===== config.mk =====
export PLATFORM = sky130hd
export DESIGN_NAME = acc_addr_ctrl_flat
export DESIGN_NICKNAME = d
export VERILOG_FILES = /design/src/rtl/acc_ctrl_pkg.sv /design/src/rtl/acc_addr_ctrl_if.sv /design/src/rtl/acc_ctrl_delay_line.sv /design/src/rtl/acc_addr_ctrl.sv /design/src/flat_wrapper.sv
export SDC_FILE = /design/constraint.sdc
export NUM_CORES = 1
export LEC_CHECK = 0
export CAP_MARGIN = 30
export CORE_ASPECT_RATIO = 0.75
export CORE_MARGIN = 3
export CORE_UTILIZATION = 40
export CTS_CLUSTER_DIAMETER = 120
export DETAILED_ROUTE_END_ITERATION = 16
export GPL_ROUTABILITY_DRIVEN = 0
export PLACE_DENSITY_LB_ADDON = 0.2
export SETUP_SLACK_MARGIN = 0.15
export SLEW_MARGIN = 25
export SYNTH_ARGS = -nofsm -noshare
export SYNTH_HDL_FRONTEND = slang
export SYNTH_SLANG_ARGS = --single-unit

===== constraint.sdc =====
create_clock -name clk -period 4.35 [get_ports clk]
set_clock_uncertainty 0.05 [all_clocks]
set_input_delay 1.305 -clock clk [delete_from_list [all_inputs] [get_ports clk]]
set_output_delay 1.305 -clock clk [all_outputs]
set_load 0.005 [all_outputs]

===== src/rtl/acc_ctrl_pkg.sv =====
// Shared types and constants for the accumulator address controller.
// The delay-line record is {read_en, read_addr, first_pass, last_pass}.
package acc_ctrl_pkg;

  typedef enum logic [1:0] {
    IDLE  = 2'd0,
    RUN   = 2'd1,
    DRAIN = 2'd2
  } state_t;

  localparam int ACC_LAT_DEF = 2;

  function automatic int dl_width(input int addr_bit);
    return 2 + addr_bit + 1;
  endfunction

endpackage


===== src/rtl/acc_addr_ctrl_if.sv =====
// Bus between the conv-engine side (master) and the address controller (slave).
// Carries the layer configuration, the valid stream and the accumulator-bank controls.
interface acc_addr_ctrl_if #(
  parameter int ADDR_BIT = 14,
  parameter int PASS_BIT = 10
);
  logic                start;
  logic [ADDR_BIT-1:0] pixel_num;
  logic [PASS_BIT-1:0] pass_num;
  logic                data_valid;

  logic                in_ready;
  logic                busy;
  logic                read_en;
  logic [ADDR_BIT-1:0] read_addr;
  logic                write_en;
  logic [ADDR_BIT-1:0] write_addr;
  logic                prev_data_zero;
  logic                curr_data_zero;
  logic                result_valid;
  logic [ADDR_BIT-1:0] result_addr;
  logic                done;
  logic                cfg_err;

  modport master (
    output start, pixel_num, pass_num, data_valid,
    input  in_ready, busy, read_en, read_addr, write_en, write_addr,
           prev_data_zero, curr_data_zero, result_valid, result_addr, done, cfg_err
  );

  modport slave (
    input  start, pixel_num, pass_num, data_valid,
    output in_ready, busy, read_en, read_addr, write_en, write_addr,
           prev_data_zero, curr_data_zero, result_valid, result_addr, done, cfg_err
  );
endinterface


===== src/rtl/acc_ctrl_delay_line.sv =====
// Fixed-latency shift register that aligns read-side controls with the
// accumulator bank's write port.
module acc_ctrl_delay_line #(
  parameter int WIDTH = 17,
  parameter int DEPTH = 2
) (
  input  logic             clk,
  input  logic             rst_n,
  input  logic [WIDTH-1:0] i_d,
  output logic [WIDTH-1:0] o_q
);

  logic [DEPTH-1:0][WIDTH-1:0] r_stage;

  always_ff @(posedge clk or negedge rst_n) begin
    if (!rst_n) begin
      r_stage <= '0;
    end else begin
      r_stage[0] <= i_d;
      for (int i = 1; i < DEPTH; i++) begin
        r_stage[i] <= r_stage[i-1];
      end
    end
  end

  assign o_q = r_stage[DEPTH-1];

endmodule


===== src/rtl/acc_addr_ctrl.sv =====
// Sequences reads/writes of the partial-sum accumulator bank: one read per
// accepted pixel, writes ACC_LAT cycles later, with first/last-pass flags.
module acc_addr_ctrl
  import acc_ctrl_pkg::*;
#(
  parameter int ADDR_BIT = 14,
  parameter int PASS_BIT = 10,
  parameter int ACC_LAT  = ACC_LAT_DEF
) (
  input  logic             clk,
  input  logic             rst_n,
  acc_addr_ctrl_if.slave   bus
);

  localparam int DLW = dl_width(ADDR_BIT);
  localparam int DCW = $clog2(ACC_LAT + 2);

  state_t              r_state, w_state_next;
  logic [ADDR_BIT-1:0] r_pix_num, w_pix_num_next;
  logic [PASS_BIT-1:0] r_pass_num, w_pass_num_next;
  logic [ADDR_BIT-1:0] r_pix_cnt, w_pix_cnt_next;
  logic [PASS_BIT-1:0] r_pass_cnt, w_pass_cnt_next;
  logic [DCW-1:0]      r_drain_cnt, w_drain_cnt_next;
  logic                r_read_en, w_read_en_next;
  logic [ADDR_BIT-1:0] r_read_addr, w_read_addr_next;
  logic                r_first, w_first_next;
  logic                r_last, w_last_next;
  logic                r_done, w_done_next;
  logic                r_cfg_err, w_cfg_err_next;

  logic                w_cfg_ok;
  logic                w_last_pix;
  logic                w_last_pass;
  logic [DLW-1:0]      w_dl_in, w_dl_out;
  logic                w_wr_en, w_wr_first, w_wr_last;
  logic [ADDR_BIT-1:0] w_wr_addr;

  // pixel_num must exceed the bank latency so a pixel's write lands before
  // the next pass reads the same address.
  assign w_cfg_ok    = (int'(bus.pixel_num) > ACC_LAT) && (bus.pass_num != '0);
  assign w_last_pix  = (r_pix_cnt == r_pix_num - ADDR_BIT'(1));
  assign w_last_pass = (r_pass_cnt == r_pass_num - PASS_BIT'(1));

  always_ff @(posedge clk or negedge rst_n) begin
    if (!rst_n) begin
      r_state     <= IDLE;
      r_pix_num   <= '0;
      r_pass_num  <= '0;
      r_pix_cnt   <= '0;
      r_pass_cnt  <= '0;
      r_drain_cnt <= '0;
      r_read_en   <= 1'b0;
      r_read_addr <= '0;
      r_first     <= 1'b0;
      r_last      <= 1'b0;
      r_done      <= 1'b0;
      r_cfg_err   <= 1'b0;
    end else begin
      r_state     <= w_state_next;
      r_pix_num   <= w_pix_num_next;
      r_pass_num  <= w_pass_num_next;
      r_pix_cnt   <= w_pix_cnt_next;
      r_pass_cnt  <= w_pass_cnt_next;
      r_drain_cnt <= w_drain_cnt_next;
      r_read_en   <= w_read_en_next;
      r_read_addr <= w_read_addr_next;
      r_first     <= w_first_next;
      r_last      <= w_last_next;
      r_done      <= w_done_next;
      r_cfg_err   <= w_cfg_err_next;
    end
  end

  always_comb begin
    w_state_next     = r_state;
    w_pix_num_next   = r_pix_num;
    w_pass_num_next  = r_pass_num;
    w_pix_cnt_next   = r_pix_cnt;
    w_pass_cnt_next  = r_pass_cnt;
    w_drain_cnt_next = r_drain_cnt;
    w_read_en_next   = 1'b0;
    w_read_addr_next = r_read_addr;
    w_first_next     = r_first;
    w_last_next      = r_last;
    w_done_next      = 1'b0;
    w_cfg_err_next   = 1'b0;

    case (r_state)
      IDLE: begin
        if (bus.start) begin
          if (w_cfg_ok) begin
            w_state_next    = RUN;
            w_pix_num_next  = bus.pixel_num;
            w_pass_num_next = bus.pass_num;
            w_pix_cnt_next  = '0;
            w_pass_cnt_next = '0;
          end else begin
            w_cfg_err_next = 1'b1;
          end
        end
      end
      RUN: begin
        if (bus.data_valid) begin
          w_read_en_next   = 1'b1;
          w_read_addr_next = r_pix_cnt;
          w_first_next     = (r_pass_cnt == '0);
          w_last_next      = w_last_pass;
          if (w_last_pix) begin
            w_pix_cnt_next = '0;
            if (w_last_pass) begin
              w_state_next     = DRAIN;
              w_drain_cnt_next = '0;
            end else begin
              w_pass_cnt_next = r_pass_cnt + PASS_BIT'(1);
            end
          end else begin
            w_pix_cnt_next = r_pix_cnt + ADDR_BIT'(1);
          end
        end
      end
      DRAIN: begin
        // Counts out the pipeline so done lands one cycle after the last write.
        if (r_drain_cnt == DCW'(ACC_LAT)) begin
          w_state_next = IDLE;
          w_done_next  = 1'b1;
        end else begin
          w_drain_cnt_next = r_drain_cnt + DCW'(1);
        end
      end
      default: w_state_next = IDLE;
    endcase
  end

  assign w_dl_in = {r_read_en, r_read_addr, r_first, r_last};

  acc_ctrl_delay_line #(
    .WIDTH (DLW),
    .DEPTH (ACC_LAT)
  ) u_delay_line (
    .clk   (clk),
    .rst_n (rst_n),
    .i_d   (w_dl_in),
    .o_q   (w_dl_out)
  );

  assign {w_wr_en, w_wr_addr, w_wr_first, w_wr_last} = w_dl_out;

  assign bus.in_ready       = (r_state == RUN);
  assign bus.busy           = (r_state != IDLE);
  assign bus.read_en        = r_read_en;
  assign bus.read_addr      = r_read_addr;
  assign bus.write_en       = w_wr_en;
  assign bus.write_addr     = w_wr_addr;
  assign bus.prev_data_zero = w_wr_en & w_wr_first;
  assign bus.curr_data_zero = ~w_wr_en;
  assign bus.result_valid   = w_wr_en & w_wr_last;
  assign bus.result_addr    = w_wr_addr;
  assign bus.done           = r_done;
  assign bus.cfg_err        = r_cfg_err;

endmodule


===== src/flat_wrapper.sv =====
// flat-port wrapper written by rule: the top's interface ports become plain ports
module acc_addr_ctrl_flat import acc_ctrl_pkg::*;
#(
  parameter int ADDR_BIT = 14,
  parameter int PASS_BIT = 10,
  parameter int ACC_LAT  = ACC_LAT_DEF
)
  (clk, rst_n, bus_start, bus_pixel_num, bus_pass_num, bus_data_valid, bus_in_ready, bus_busy, bus_read_en, bus_read_addr, bus_write_en, bus_write_addr, bus_prev_data_zero, bus_curr_data_zero, bus_result_valid, bus_result_addr, bus_done, bus_cfg_err);
  acc_addr_ctrl_if #(.ADDR_BIT(ADDR_BIT), .PASS_BIT(PASS_BIT)) bus_i ();
  input  logic clk;
  input  logic rst_n;
  input wire logic [$bits(bus_i.start)-1:0] bus_start;
  input wire logic [$bits(bus_i.pixel_num)-1:0] bus_pixel_num;
  input wire logic [$bits(bus_i.pass_num)-1:0] bus_pass_num;
  input wire logic [$bits(bus_i.data_valid)-1:0] bus_data_valid;
  output wire logic [$bits(bus_i.in_ready)-1:0] bus_in_ready;
  output wire logic [$bits(bus_i.busy)-1:0] bus_busy;
  output wire logic [$bits(bus_i.read_en)-1:0] bus_read_en;
  output wire logic [$bits(bus_i.read_addr)-1:0] bus_read_addr;
  output wire logic [$bits(bus_i.write_en)-1:0] bus_write_en;
  output wire logic [$bits(bus_i.write_addr)-1:0] bus_write_addr;
  output wire logic [$bits(bus_i.prev_data_zero)-1:0] bus_prev_data_zero;
  output wire logic [$bits(bus_i.curr_data_zero)-1:0] bus_curr_data_zero;
  output wire logic [$bits(bus_i.result_valid)-1:0] bus_result_valid;
  output wire logic [$bits(bus_i.result_addr)-1:0] bus_result_addr;
  output wire logic [$bits(bus_i.done)-1:0] bus_done;
  output wire logic [$bits(bus_i.cfg_err)-1:0] bus_cfg_err;
  assign bus_i.start = bus_start;
  assign bus_i.pixel_num = bus_pixel_num;
  assign bus_i.pass_num = bus_pass_num;
  assign bus_i.data_valid = bus_data_valid;
  assign bus_in_ready = bus_i.in_ready;
  assign bus_busy = bus_i.busy;
  assign bus_read_en = bus_i.read_en;
  assign bus_read_addr = bus_i.read_addr;
  assign bus_write_en = bus_i.write_en;
  assign bus_write_addr = bus_i.write_addr;
  assign bus_prev_data_zero = bus_i.prev_data_zero;
  assign bus_curr_data_zero = bus_i.curr_data_zero;
  assign bus_result_valid = bus_i.result_valid;
  assign bus_result_addr = bus_i.result_addr;
  assign bus_done = bus_i.done;
  assign bus_cfg_err = bus_i.cfg_err;
  acc_addr_ctrl #(.ADDR_BIT(ADDR_BIT), .PASS_BIT(PASS_BIT), .ACC_LAT(ACC_LAT)) u_core (.clk(clk), .rst_n(rst_n), .bus(bus_i));
endmodule

==> reports/results.ini <==
[run_status]
status=finished, final reports clean

[sta]
fmax_ghz=0.2947
tns_ns=0
max_slew_margin=0.4520
period_share=0.7802
setup_viol=0
rsz0062_at_grt=false
finalHoldViolCount=0
tightest_slew_ns=0.8220
timing.hold.ws_ns=0.2995
post-route-min-period_ns=3.394
final_max_slew_viol_count=0

[setup_path]
critPathRequiredTime_ns=4.54
cp-end-kind=register
worstPathArrival_ns=3.58
crit_path_max_fanout=16
worstSetupStartpointType=register
critPathKind=register to register

[die]
dieArea_um2=14240
initial_core_util=0.4141
std_cell_rows=35
core_area_um2=12390
ios=79
die-width_um=136.8
die_h_um=104.1

[power]
p_leak_nw=2.650
intPower_w=0.002233
clkPwrFrac=0.218
power_frac_seq=0.431
power-per-cell-area_nw_per_um2=575.2
comb_power_share=0.350
p_sw_frac=0.3717
p_sw_w=0.001322
ir_worst_vdd_mv=0.2824

[clock_tree]
cts_buffers=9
clk_path_buf_depth=2
cts_setup_buffers=0
cts_hold_buf=0
cts_sinks=105
cts_resized=0
cts_tree=done
clkSlewWorstSetupHoldPaths_ns=0.07
htreeDepth=3
clk_latency_ns=0.35
cts.root.buffer_cell=clkbuf_16

[place]
portBuffers=78
placed_cells=707
hpwlAfterDp_um=8044

[route]
post_drt_wl_per_cell_um=15.08
vias_per_cell=5.224
first_pass_iters=5
wl_um=10900
vias=3777
antenna_left=0
drc_errors=0
drt_iter0_drc=260

[synthesis]
synth.cell_area_um2=5132
synth_top_area_cell=dfrtp_1
yosys.area_share.adder=0.01463
synth.area.top_cells=dfrtp_1, nand2_1, mux2_2, buf_4, xnor2_1
yosysWarnings=0
synthDistinctLibCells=62
synth_top_flop_cell=dfrtp_1
synth_top_cell_area_share=0.5119
synthCells=505
synth_edf_count=0
yosys.area_share.simple=0.1958
synth-xor-area-share=0.05631
synth_top_family_by_area=simple AND/OR/NAND/NOR gates
async_reset_ff_frac=1.000
muxShareOfSynthArea=0.04364
ys_ff_latch=105
synth-seq-area-share=0.5119
postSynthAreaPerCell_um2=10.16
synth_nets=539
synth_compound_area_frac=0.1031

[global_route]
grt_usage=0.1633
overflow=0
grt_pass1_vias=3605
antenna_found_initial=0
grt_max_degree=62
grt_pass1_wl_um=18600

[layout]
area_delta_synth_final_pct=20.43
diodes=0
finalNetCount=586
final_cells=723
drive_above_1_share=0.09874
fillers=1157

[hold_path]
worstHoldPathType=register to register

[flow_run]
drv_cap=0

[cells in the final DEF (no fill, tap or decap), types with 8 or more instances in the layout]
| master | instances |
|---|---|
| o21ai_0 | 15 |
| nand3_1 | 17 |
| buf_4 | 8 |
| clkdlybuf4s50_1 | 77 |
| xor2_1 | 14 |
| nor2_1 | 25 |
| xnor2_1 | 19 |
| nand4_1 | 8 |
| and3_1 | 9 |
| nand2_1 | 71 |
| mux2_2 | 19 |
| dfrtp_1 | 105 |
| clkbuf_16 | 9 |
| nor3_1 | 13 |
| a21oi_1 | 12 |
| nor4_1 | 15 |
| inv_1 | 19 |
[through the flow]
| stage | worst slack [ns] | power [W] | util | instance area [um^2] |
|---|---|---|---|---|
| 3_5_place_dp | 0.7929 | 0.002789 | 0.4752 | 5889 |
| 6_report | 0.9561 | 0.003555 | 0.4987 | 6181 |
| 2_1_floorplan | 1.306 | 0.002385 | - | 5132 |
| 4_1_cts | 0.9506 | 0.003583 | 0.4987 | 6181 |
| 3_3_place_gp | 0.8250 | 0.002742 | 0.4752 | 5889 |
| 5_1_grt | 0.7385 | 0.003821 | 0.4987 | 6181 |
[synth_stat cells (2+ instances only)]
master and instances:
or3_1 4, or4_1 2, and3_1 9, ha_1 6, o211a_1 2, buf_4 28
o21ai_0 15, or4_4 3, dfrtp_1 105, nor3_1 13, o22ai_1 2, and2_1 4
a32o_1 2, nor3b_1 2, a31oi_1 3, xor2_1 14, buf_1 3, a21o_1 5
a21oi_1 12, nand2_1 71, mux2_2 19, o211ai_1 3, a311oi_1 2, xnor2_1 19
nor4_1 15, nand4_1 8, clkbuf_1 15, nor2_1 26, inv_1 19, a22oi_1 3
nand2b_1 6, a211oi_1 5, nand3b_1 2, nor2b_1 2, o21ai_1 5, nand4b_1 3
nand3_1 17, and4_1 2, buf_2 3, o31ai_1 4
[area by class of cell]
type                       count  area [um^2]  area share
tap                          166        207.7     0.03360
timing repair buffer          86        850.8      0.1377
multi-input combinational    329         2125      0.3437
clock inverter                 6        62.56     0.01012
sequential                   105         2628      0.4251
clock buffer                  10        229.0     0.03704
inverter                      21        78.83     0.01275
[state kept, by name (all words and copies together) (netlist names), 2 cells and up]
| register | cells |
|---|---|
| u_core.bus.read_addr | 14 |
| u_core.r_drain_cnt | 2 |
| u_core.r_pass_cnt | 10 |
| u_core.r_pass_num | 10 |
| u_core.r_pix_cnt | 14 |
| u_core.r_pix_num | 14 |
| u_core.r_state | 2 |
| u_core.u_delay_line.o_q | 17 |
| u_core.u_delay_line.r_stage | 17 |
[power groups by stage]
| stage | clock network [W] | logic (W) | registers (W) |
|---|---|---|---|
| after floorplan | 0 | 0.000982 | 0.00140 |
| after global placement | 0 | 0.00121 | 0.00153 |
| after detailed placement | 0 | 0.00124 | 0.00155 |
| after CTS | 0.000807 | 0.00125 | 0.00153 |
| after global routing | 0.000847 | 0.00140 | 0.00158 |
| final | 0.000777 | 0.00125 | 0.00153 |
[worst paths after layout]
kind | from | end | slack, ns | depth (start not counted)
max in group asynchronous | rst_n | u_core.bus.read_addr[10] | 2.62 | 2
setup / recovery | u_core.r_pix_num[0] | u_core.r_pass_cnt[3] | 0.96 | 9
setup reg to reg | u_core.r_pix_num[0] | u_core.r_pass_cnt[3] | 0.96 | 9
hold / removal | u_core.u_delay_line.r_stage[7] | u_core.u_delay_line.o_q[7] | 0.30 | 0
min in group asynchronous | rst_n | u_core.r_pass_num[4] | 0.90 | 1
hold reg to reg | u_core.u_delay_line.r_stage[7] | u_core.u_delay_line.o_q[7] | 0.30 | 0
[critical path, cell delays in order (launching register included)]
cell and delay [ns]:
dfrtp_1 0.43, inv_1 0.10, ha_1 0.19, or3b_1 0.43
or3_4 0.40, a2111oi_4 0.36, o32ai_2 0.18, nor4_4 0.68
a311oi_1 0.20, a41o_1 0.25
[routing by layer]
| metal | vias up | global-route usage | share of wire |
|---|---|---|---|
| li1 | 1840 | - | - |
| met1 | 1793 | 0.2628 | 0.52 |
| met2 | 132 | 0.2106 | 0.41 |
| met3 | 12 | 0.04159 | 0.066 |
| met4 | 0 | 0.05199 | 0.0099 |
| met5 | - | 0 | 0 |
[cell families (layout without fill, tap and decap cells)]
group           count (synthesis)  in the layout
flops                         105            105
compound gates                 75             75
xor+xnor                       33             33
buf+inv                        71            123
mux                            20             20
simple gates                  195            195
fa+ha+maj                       6              6
Note: power is estimated with default switching activity, not from simulation.
